**config.mk**
```make
export PLATFORM = sky130hd
export DESIGN_NAME = vga_color_frame
export DESIGN_NICKNAME = d
export VERILOG_FILES = /design/src/rtl/vga_color_frame.sv
export SDC_FILE = /design/constraint.sdc
export NUM_CORES = 1
export LEC_CHECK = 0
export ABC_AREA = 1
export ABC_CLOCK_PERIOD_IN_PS = 2900
export BUFFER_PORTS_ARGS = -buffer_cell sky130_fd_sc_hd__buf_2
export CAP_MARGIN = 40
export CORE_MARGIN = 1.5
export CORE_UTILIZATION = 28
export CTS_CLUSTER_DIAMETER = 120
export CTS_CLUSTER_SIZE = 24
export DETAILED_ROUTE_END_ITERATION = 10
export PLACE_DENSITY = 0.53
export SETUP_SLACK_MARGIN = 0.4
export SLEW_MARGIN = 0
export SYNTH_ARGS = -nofsm -noshare
export SYNTH_HDL_FRONTEND = slang
export SYNTH_SLANG_ARGS = --single-unit
```
**constraint.sdc**
```tcl
create_clock -name CLK50MHZ -period 2.9 [get_ports CLK50MHZ]
set_clock_uncertainty 0.1 [all_clocks]
set_input_delay 0.29 -clock CLK50MHZ [delete_from_list [all_inputs] [get_ports CLK50MHZ]]
set_output_delay 0.29 -clock CLK50MHZ [all_outputs]
set_load 0.1 [all_outputs]
```
**src/rtl/vga_color_frame.sv**
```systemverilog
// 640x480@60 VGA timing generator with a solid-colour pixel stage.
// Colour index steps through an 8-entry palette on next/prev requests, applied only at frame start.
module vga_color_frame #(
  parameter int H_VISIBLE  = 640,
  parameter int H_FP       = 16,
  parameter int H_PW       = 96,
  parameter int H_BP       = 48,
  parameter int V_VISIBLE  = 480,
  parameter int V_FP       = 10,
  parameter int V_PW       = 2,
  parameter int V_BP       = 33,
  parameter int INIT_COLOR = 7
) (
  input  logic       CLK50MHZ,
  input  logic       RST,
  input  logic       next_pulse,
  input  logic       prev_pulse,
  output logic [3:0] VGA_R,
  output logic [3:0] VGA_G,
  output logic [3:0] VGA_B,
  output logic       VGA_HSYNC,
  output logic       VGA_VSYNC,
  output logic       video_on,
  output logic [9:0] pixel_x,
  output logic [9:0] pixel_y,
  output logic       frame_start
);

  localparam logic [9:0] H_VIS    = 10'(H_VISIBLE);
  localparam logic [9:0] H_LAST   = 10'(H_VISIBLE + H_FP + H_PW + H_BP - 1);
  localparam logic [9:0] HS_START = 10'(H_VISIBLE + H_FP);
  localparam logic [9:0] HS_END   = 10'(H_VISIBLE + H_FP + H_PW);
  localparam logic [9:0] V_VIS    = 10'(V_VISIBLE);
  localparam logic [9:0] V_LAST   = 10'(V_VISIBLE + V_FP + V_PW + V_BP - 1);
  localparam logic [9:0] VS_START = 10'(V_VISIBLE + V_FP);
  localparam logic [9:0] VS_END   = 10'(V_VISIBLE + V_FP + V_PW);

  typedef enum logic [1:0] {REQ_NONE, REQ_INC, REQ_DEC} req_t;

  logic       pix_en;
  logic [9:0] hcnt;
  logic [9:0] vcnt;
  logic       frame_wrap;
  logic       active;
  req_t       pending;
  req_t       req_in;
  logic [2:0] color_idx;

  function automatic logic [11:0] palette(input logic [2:0] idx);
    case (idx)
      3'd0:    palette = 12'h000;
      3'd1:    palette = 12'hF00;
      3'd2:    palette = 12'h0F0;
      3'd3:    palette = 12'h00F;
      3'd4:    palette = 12'hFF0;
      3'd5:    palette = 12'h0FF;
      3'd6:    palette = 12'hF0F;
      default: palette = 12'hFFF;
    endcase
  endfunction

  // Counters step on the pix_en phase, giving the 25 MHz pixel rate from the 50 MHz clock.
  always_ff @(posedge CLK50MHZ or negedge RST) begin
    if (!RST) begin
      pix_en <= 1'b0;
      hcnt   <= '0;
      vcnt   <= '0;
    end else begin
      pix_en <= ~pix_en;
      if (pix_en) begin
        if (hcnt == H_LAST) begin
          hcnt <= '0;
          vcnt <= (vcnt == V_LAST) ? '0 : vcnt + 10'd1;
        end else begin
          hcnt <= hcnt + 10'd1;
        end
      end
    end
  end

  assign frame_wrap = pix_en && (hcnt == H_LAST) && (vcnt == V_LAST);
  assign active     = (hcnt < H_VIS) && (vcnt < V_VIS);

  always_comb begin
    req_in = REQ_NONE;
    if (next_pulse && !prev_pulse) req_in = REQ_INC;
    else if (prev_pulse && !next_pulse) req_in = REQ_DEC;
  end

  // A request landing on the wrap clock becomes the pending one for the following frame.
  always_ff @(posedge CLK50MHZ or negedge RST) begin
    if (!RST) begin
      pending   <= REQ_NONE;
      color_idx <= 3'(INIT_COLOR);
    end else if (frame_wrap) begin
      case (pending)
        REQ_INC: color_idx <= color_idx + 3'd1;
        REQ_DEC: color_idx <= color_idx - 3'd1;
        default: color_idx <= color_idx;
      endcase
      pending <= req_in;
    end else if (req_in != REQ_NONE) begin
      pending <= req_in;
    end
  end

  always_ff @(posedge CLK50MHZ or negedge RST) begin
    if (!RST) begin
      {VGA_R, VGA_G, VGA_B} <= 12'h000;
      VGA_HSYNC   <= 1'b1;
      VGA_VSYNC   <= 1'b1;
      video_on    <= 1'b0;
      pixel_x     <= '0;
      pixel_y     <= '0;
      frame_start <= 1'b0;
    end else begin
      {VGA_R, VGA_G, VGA_B} <= active ? palette(color_idx) : 12'h000;
      VGA_HSYNC   <= !((hcnt >= HS_START) && (hcnt < HS_END));
      VGA_VSYNC   <= !((vcnt >= VS_START) && (vcnt < VS_END));
      video_on    <= active;
      pixel_x     <= hcnt;
      pixel_y     <= vcnt;
      // Only the first of the two clocks spent on (0,0) carries the pulse.
      frame_start <= !pix_en && (hcnt == 10'd0) && (vcnt == 10'd0);
    end
  end

endmodule

```
==> summary.txt, run 1 <==
Status
  – Outcome: finished clean

Timing
  – Pins Over Slew Limit: 0
  – Slew margin rel.: 67.5%
  – Worst Max-Slew Pin Slew: slightly below 500 ps
  – Post-Route Setup TNS: 0 ps
  – F_max: 0.588 GHz
  – RSZ-0062 raised after global routing: false
  – Tmin final: 1700 ps
  – Endpoints failing setup: 0
  – Hold Fails Final Rpt: 0
  – Final worst setup slack: about 1200 ps
  – Final worst-path cycle share: 58.6%

Setup path
  – RR Startpoint: hcnt[1]
  – Reg-to-Reg End: color_idx[0]
  – Setup CP Type: flop to flop
  – Crit-path most repeated cell: nand3_2
  – Crit path largest cell delay: 420 ps
  – WP data required: ~3100 ps
  – Slowest cell on crit path: dfrtp_1
  – Crit path max fanout: 13
  – R2R depth: 7
  – Crit-path cells: ha_1, nand3_2, nor2_4, nand3_2, nor2_1, nand3_1, nand2_1
  – Setup crit end kind: flop
  – WP data arrival: 1860 ps
  – Startpoint types: flop
  – R2r setup slk: roughly 1200 ps

Routing
  – Detail Route Antenna Nets: 0
  – DRT met1 WL: 2400 um
  – Drt first pass iters: 4
  – Remaining DRCs: 0
  – WL/cell: 11.4 um
  – Met2 wire length: 2040 um
  – Met3 Wirelength: 191 um
  – Initial DRC Count: 67
  – Vias per cell: approximately 4.4
  – Vias: about 1800
  – Post-Route WL: 4710 um
  – Top layer in use: met4

Power
  – Int Power: 0.948 mW
  – LEAKAGE: 1.52 nW
  – Clock power share: 35.9%
  – Switching Share: 22.3%
  – Sequential Power Share: 60.9%
  – Combinational share of power: under 10%
  – Psw: 0.273 mW
  – Peak VDD IR: 193 uV
  – Power per cell area: 423 nW/um^2

CTS
  – Inserted Clock Buffers: 5
  – H-Tree Depth: 2
  – Clock transition at path regs: around 100 ps
  – CTS tree: built
  – Clock Latency Late Sink: 310 ps
  – Setup bufs post-CTS: 0
  – Clock Tree Buf Depth: 2
  – Clock root buffer: clkbuf_8
  – CTS sink cnt: 53

Worst hold path
  – WHS Path Cells: 4
  – WHS Endpoint: pending[1]
  – Hold Crit Class: input pin to flop
  – HP Start: prev_pulse

Placed design
  – Pre-CTS worst setup slack: 1210 ps
  – Post-placement cell count: 405
  – Port buffer count: 39
  – RD Place Congestion: 0.803
  – Post-DP HPWL: about 3500 um

Synth
  – Area of the mapped netlist: 2560 um^2
  – Ys async rst share: 100%
  – Most frequent cell after synthesis: nand2_1
  – Syn_nets: 291
  – Synth Instances: 273
  – Register bit total from synthesis: 53
  – Register area share after synthesis: 52.1%
  – Ranking of synthesized cells by area: dfrtp_1 47%, nand2_1 8.5%, ha_1 6.9%, dfstp_2 5.1%, inv_1 4.8%
  – Area leader, netlist: dfrtp_1
  – Commonest cells in the netlist: 58 x nand2_1, 48 x dfrtp_1, 33 x inv_1, 21 x nor2_1, 20 x nand3_1
  – Most used DFF post-synth: dfrtp_1
  – Synth warn: 0
  – Post-synth EDFFs: 0
  – Synth cell types: 30
  – Synth top area share: 47.0%
  – Syn avg cell area: about 9.4 um^2

Die
  – Die height: 98.5 um
  – Initial Utilization: 29.2%
  – Num ports: 40
  – Row cnt: 34
  – Core Region: 8760 um^2
  – Die X: 98.5 um
  – Die area: 9710 um^2

Cells and area
  – ANT cells: 0
  – Layout overhead on the synthesized area: 12.9%
  – Final-stage net count: between 300 and 400
  – Final Non-Filler Cells: 414
  – Share of layout cells above drive strength 1: 21.2%

Global route
  – Vias in the first global route: 1693
  – Largest net degree at the start of global routing: 22
  – Initial antenna violation count: 0
  – Total GRT Usage: 10.4%
  – Global-route wire length before repair: 8160 um
  – Total global routing overflow: 0

Job
  – Max Cap Violations: 0
## metal layers
metal  vias up  track usage (%)
li1        919                -
met1       850             15.1
met2        36             15.3
met3         7             2.34
met4         0             3.58
met5         -                0
## through the flow
stage / power, mW / hold WS [ps] / util (%) / cell area [um^2]
2_1_floorplan: 0.774 / -106 / - / 2560
3_3_place_gp: 0.797 / 142 / 31.7 / 2780
3_5_place_dp: 0.798 / 153 / 31.7 / 2780
4_1_cts: 1.24 / 233 / 32.9 / 2890
5_1_grt: 1.28 / 272 / 32.9 / 2890
6_report: 1.22 / 231 / 32.9 / 2890
## worst max-delay path by stage
stage	from	endpoint	slack, ps
floorplan	VGA_B[2]	VGA_B[1]	1150
global placement	color_idx[0]	VGA_B[2]	1220
detailed placement	hcnt[1]	pending[0]	1210
CTS	hcnt[1]	pending[0]	1180
global route	hcnt[1]	pending[0]	1020
finish	hcnt[1]	color_idx[0]	1200
## power groups by stage
stage / Clock (mW) / Sequential (mW) / Combinational [mW]
global route: 0.485 / 0.744 / 0.0460
floorplan: 0 / 0.758 / 0.0163
global placement: 0 / 0.758 / 0.0391
detailed placement: 0 / 0.758 / 0.0400
CTS: 0.458 / 0.744 / 0.0412
finish: 0.439 / 0.744 / 0.0388
## worst max-delay path: cells and delay by family, from the launching register on
kind / cells / cell delay, ps
AND/OR/NAND/NOR: 6 / 930
flip-flops: 1 / 420
adder cells (fa/ha/maj): 1 / 200
## area by class of cell
type | count | area [um^2]
fill | 899 | 5880
sequential | 53 | 1330
multi-input combinational | 170 | 978
timing repair buffer | 42 | 220
tap | 108 | 135
inverter | 33 | 124
clock buffer | 6 | 82.6
clock inverter | 2 | 13.8
## cells by family after synthesis
group,after synthesis,share of synthesized area (%)
buf+inv,50,9.59
simple gates,125,23.3
flops,53,52.1
fa+ha+maj,14,6.85
mux,1,0.392
xor+xnor,10,3.43
compound gates,20,4.26
## cell usage in the layout, fill, tap and decap left out, drive strengths merged, types with 2 or more instances in the layout
master / Yosys / routed
nor2: 26 / 26
ha: 14 / 14
nor3: 9 / 9
o21ai: 10 / 10
nand2: 60 / 60
clkbuf: 1 / 6
xnor2: 2 / 2
xor2: 8 / 8
buf: 16 / 41
a211oi: 2 / 2
nand4: 5 / 5
clkinv: 0 / 2
nand3: 23 / 23
a21oi: 6 / 6
inv: 33 / 33
dfstp: 5 / 5
dfrtp: 48 / 48
## sequential cells by signal, summed over array words and instances (netlist names), 2 cells and up
signal and count:
color_idx 3, pixel_y 10, hcnt 10, pixel_x 10, pending 2, vcnt 10
## what timing repair did
action | in CTS | in global routing
gates resized for setup | 0 | 0
hold endpoints to repair | 16 | 0
hold buffers | 1 | 0
Power figures use the tool's default switching activity.
==> run 2: changes to the inputs <==
--- a/config.mk
+++ b/config.mk
@@ -6,7 +6,7 @@
 export NUM_CORES = 1
 export LEC_CHECK = 0
 export ABC_AREA = 1
-export ABC_CLOCK_PERIOD_IN_PS = 2900
+export ABC_CLOCK_PERIOD_IN_PS = 1530
 export BUFFER_PORTS_ARGS = -buffer_cell sky130_fd_sc_hd__buf_2
 export CAP_MARGIN = 40
 export CORE_MARGIN = 1.5
@@ -14,7 +14,7 @@
 export CTS_CLUSTER_DIAMETER = 120
 export CTS_CLUSTER_SIZE = 24
 export DETAILED_ROUTE_END_ITERATION = 10
-export PLACE_DENSITY = 0.53
+export PLACE_DENSITY = 0.55
 export SETUP_SLACK_MARGIN = 0.4
 export SLEW_MARGIN = 0
 export SYNTH_ARGS = -nofsm -noshare
==> constraint.sdc (replaced) <==
create_clock -name CLK50MHZ -period 1.53 [get_ports CLK50MHZ]
set_clock_uncertainty 0.1 [all_clocks]
set_input_delay 0.153 -clock CLK50MHZ [delete_from_list [all_inputs] [get_ports CLK50MHZ]]
set_output_delay 0.153 -clock CLK50MHZ [all_outputs]
set_load 0.1 [all_outputs]
==> summary.txt, run 2 (synthesis gave the netlist of run 1 again) <==
Setup path
  – Crit-path most repeated cell: ha_4
  – Setup crit end kind: flop
  – Slowest cell on crit path: dfstp_2
  – Critical path's top delay family: flip-flops
  – Crit path largest cell delay: 550 ps
  – Crit path max fanout: 3
  – Setup CP Type: flop to flop
  – WP data required: between 1500 and 2000 ps
  – Crit-path cells: inv_2, ha_4, ha_4, a211oi_2, nand3_2, a21oi_2
  – WP data arrival: 1680 ps
  – Startpoint types: flop
  – Buf/Inv on CP: 1

Die
  – Num ports: 40
  – Die area: 9710 um^2
  – Initial Utilization: 29.2%
  – Row cnt: 34
  – Core Region: 8760 um^2
  – Die X: 98.5 um
  – Die height: 98.5 um

Placed design
  – Port buffer count: 39
  – RD Place Congestion: 0.772
  – Post-DP HPWL: between 3000 and 4000 um

Global route
  – Initial antenna violation count: 0
  – Largest net degree at the start of global routing: 20
  – Global-route wire length before repair: just over 10000 um
  – Vias in the first global route: 2077
  – Total global routing overflow: 0
  – Total GRT Usage: 12.9%

Cells and area
  – Share of layout cells above drive strength 1: 58.6%
  – Most common cell after layout, fill and taps aside: nand2_1
  – Most frequent cells in the layout: 43 x nand2_1, 38 x buf_12, 32 x buf_4, 28 x dfrtp_2, 25 x inv_1
  – Fillers: around 770
  – Layout overhead on the synthesized area: 64.4%
  – Final-stage net count: 365
  – ANT cells: 0
  – Final core occ: 47.9%

Status
  – Failing checks: setup timing
  – Outcome: complete, but fails checks

Timing
  – Tmin final: 1540 ps
  – Worst Max-Slew Pin Slew: 493 ps
  – Final worst setup slack: -13.4 ps
  – Endpoints failing setup: 1
  – Hold Fails Final Rpt: 0
  – Worst hold slack: 102 ps
  – Final worst-path cycle share: 101%
  – Pins Over Slew Limit: 0
  – RSZ-0062 raised after global routing: true
  – F_max: ~0.65 GHz
  – Slew margin rel.: between 60% and 70%

Worst hold path
  – Hold Crit Class: input pin to flop

CTS
  – H-Tree Depth: 2
  – Clock root buffer: clkbuf_8
  – Clock transition at path regs: 90 ps
  – Inserted Clock Buffers: 5
  – Clock Tree Buf Depth: 2
  – CTS sink cnt: 53
  – Clock Latency Late Sink: 320 ps
  – CTS tree: built

Routing
  – Post-Route WL: around 6000 um
  – Vias per cell: 4.46
  – Initial DRC Count: 112
  – WL/cell: ~13 um
  – Detail Route Antenna Nets: 0
  – Vias: between 2000 and 2500
  – Drt first pass iters: 4
  – Remaining DRCs: 0

Power
  – Int Power: 1.77 mW
  – Switching Share: 23.5%
  – Psw: 0.544 mW
  – Sequential Power Share: 61.1%
  – Power per cell area: 550 nW/um^2
  – Combinational share of power: 3.9%
  – Clock power share: between 30% and 40%
  – LEAKAGE: 1.88 nW
  – Peak VDD IR: 296 uV

Job
  – Max Cap Violations: 0
-- run 2: timing repair --
| item | 4_1_cts | 5_1_grt |
|---|---|---|
| endpoints found under the setup margin | 68 | 68 |
| gates resized for setup | 188 | 33 |
| endpoints found under the hold margin | 13 | 0 |
| gates cloned | 1 | 0 |
| setup buffers | 9 | 5 |
| pin swaps | 23 | 7 |
| hold buffers | 1 | 0 |
-- run 2: power groups by stage --
stage	Sequential [mW]	Combinational [mW]	Clock, mW
final	1.41	0.0890	0.810
after floorplan	1.44	0.0342	0
after detailed placement	1.44	0.0890	0
after CTS	1.41	0.0911	0.839
after global routing	1.41	0.106	0.910
after global placement	1.44	0.0869	0
-- run 2: cell type report --
class	instances	area [um^2]	share of cell area, %
clock inverter	2	13.8	0.328
tap	108	135	3.22
inverter	33	131	3.13
timing repair buffer	83	1130	26.9
multi-input combinational	171	1340	32.0
clock buffer	6	72.6	1.73
sequential	53	1380	32.7
-- run 2: worst min-delay path: cells and delay by family --
family	cells	cell delay [ps]
buffers and inverters	1	90
AND/OR/NAND/NOR	2	100
adder cells (fa/ha/maj)	1	130
-- run 2: per-layer routing --
| metal | routed length [um] | global-route usage [%] | vias up |
|---|---|---|---|
| met5 | 0 | 0 | - |
| met4 | 131 | 4.66 | 0 |
| met3 | 196 | 2.55 | 11 |
| met2 | 2940 | 21.5 | 45 |
| met1 | 2680 | 16.7 | 972 |
| li1 | - | - | 1006 |
-- run 2: final timing paths --
kind                               from  slack [ps]  cells after the start          to
max in group asynchronous           RST         560                      3   VGA_HSYNC
min                          prev_pulse         100                      4  pending[1]
max reg2reg                color_idx[1]         -10                      6    VGA_G[2]
min reg2reg                     vcnt[1]         360                      0  pixel_y[1]
max                        color_idx[1]         -10                      6    VGA_G[2]
min in group asynchronous           RST         220                      2  pixel_x[1]
-- run 2: through the flow --
step	instance area [um^2]	power (mW)	setup TNS [ps]	std cells	setup WS, ps
final	4200	2.31	-13.4	456	-13.4
after global routing	4200	2.43	-643	456	-91.1
after CTS	4030	2.34	-4.34	451	-2.46
after detailed placement	3170	1.53	-141	432	-50.6
after global placement	3170	1.52	0	432	3.60
after floorplan	2780	1.47	0	273	10.5
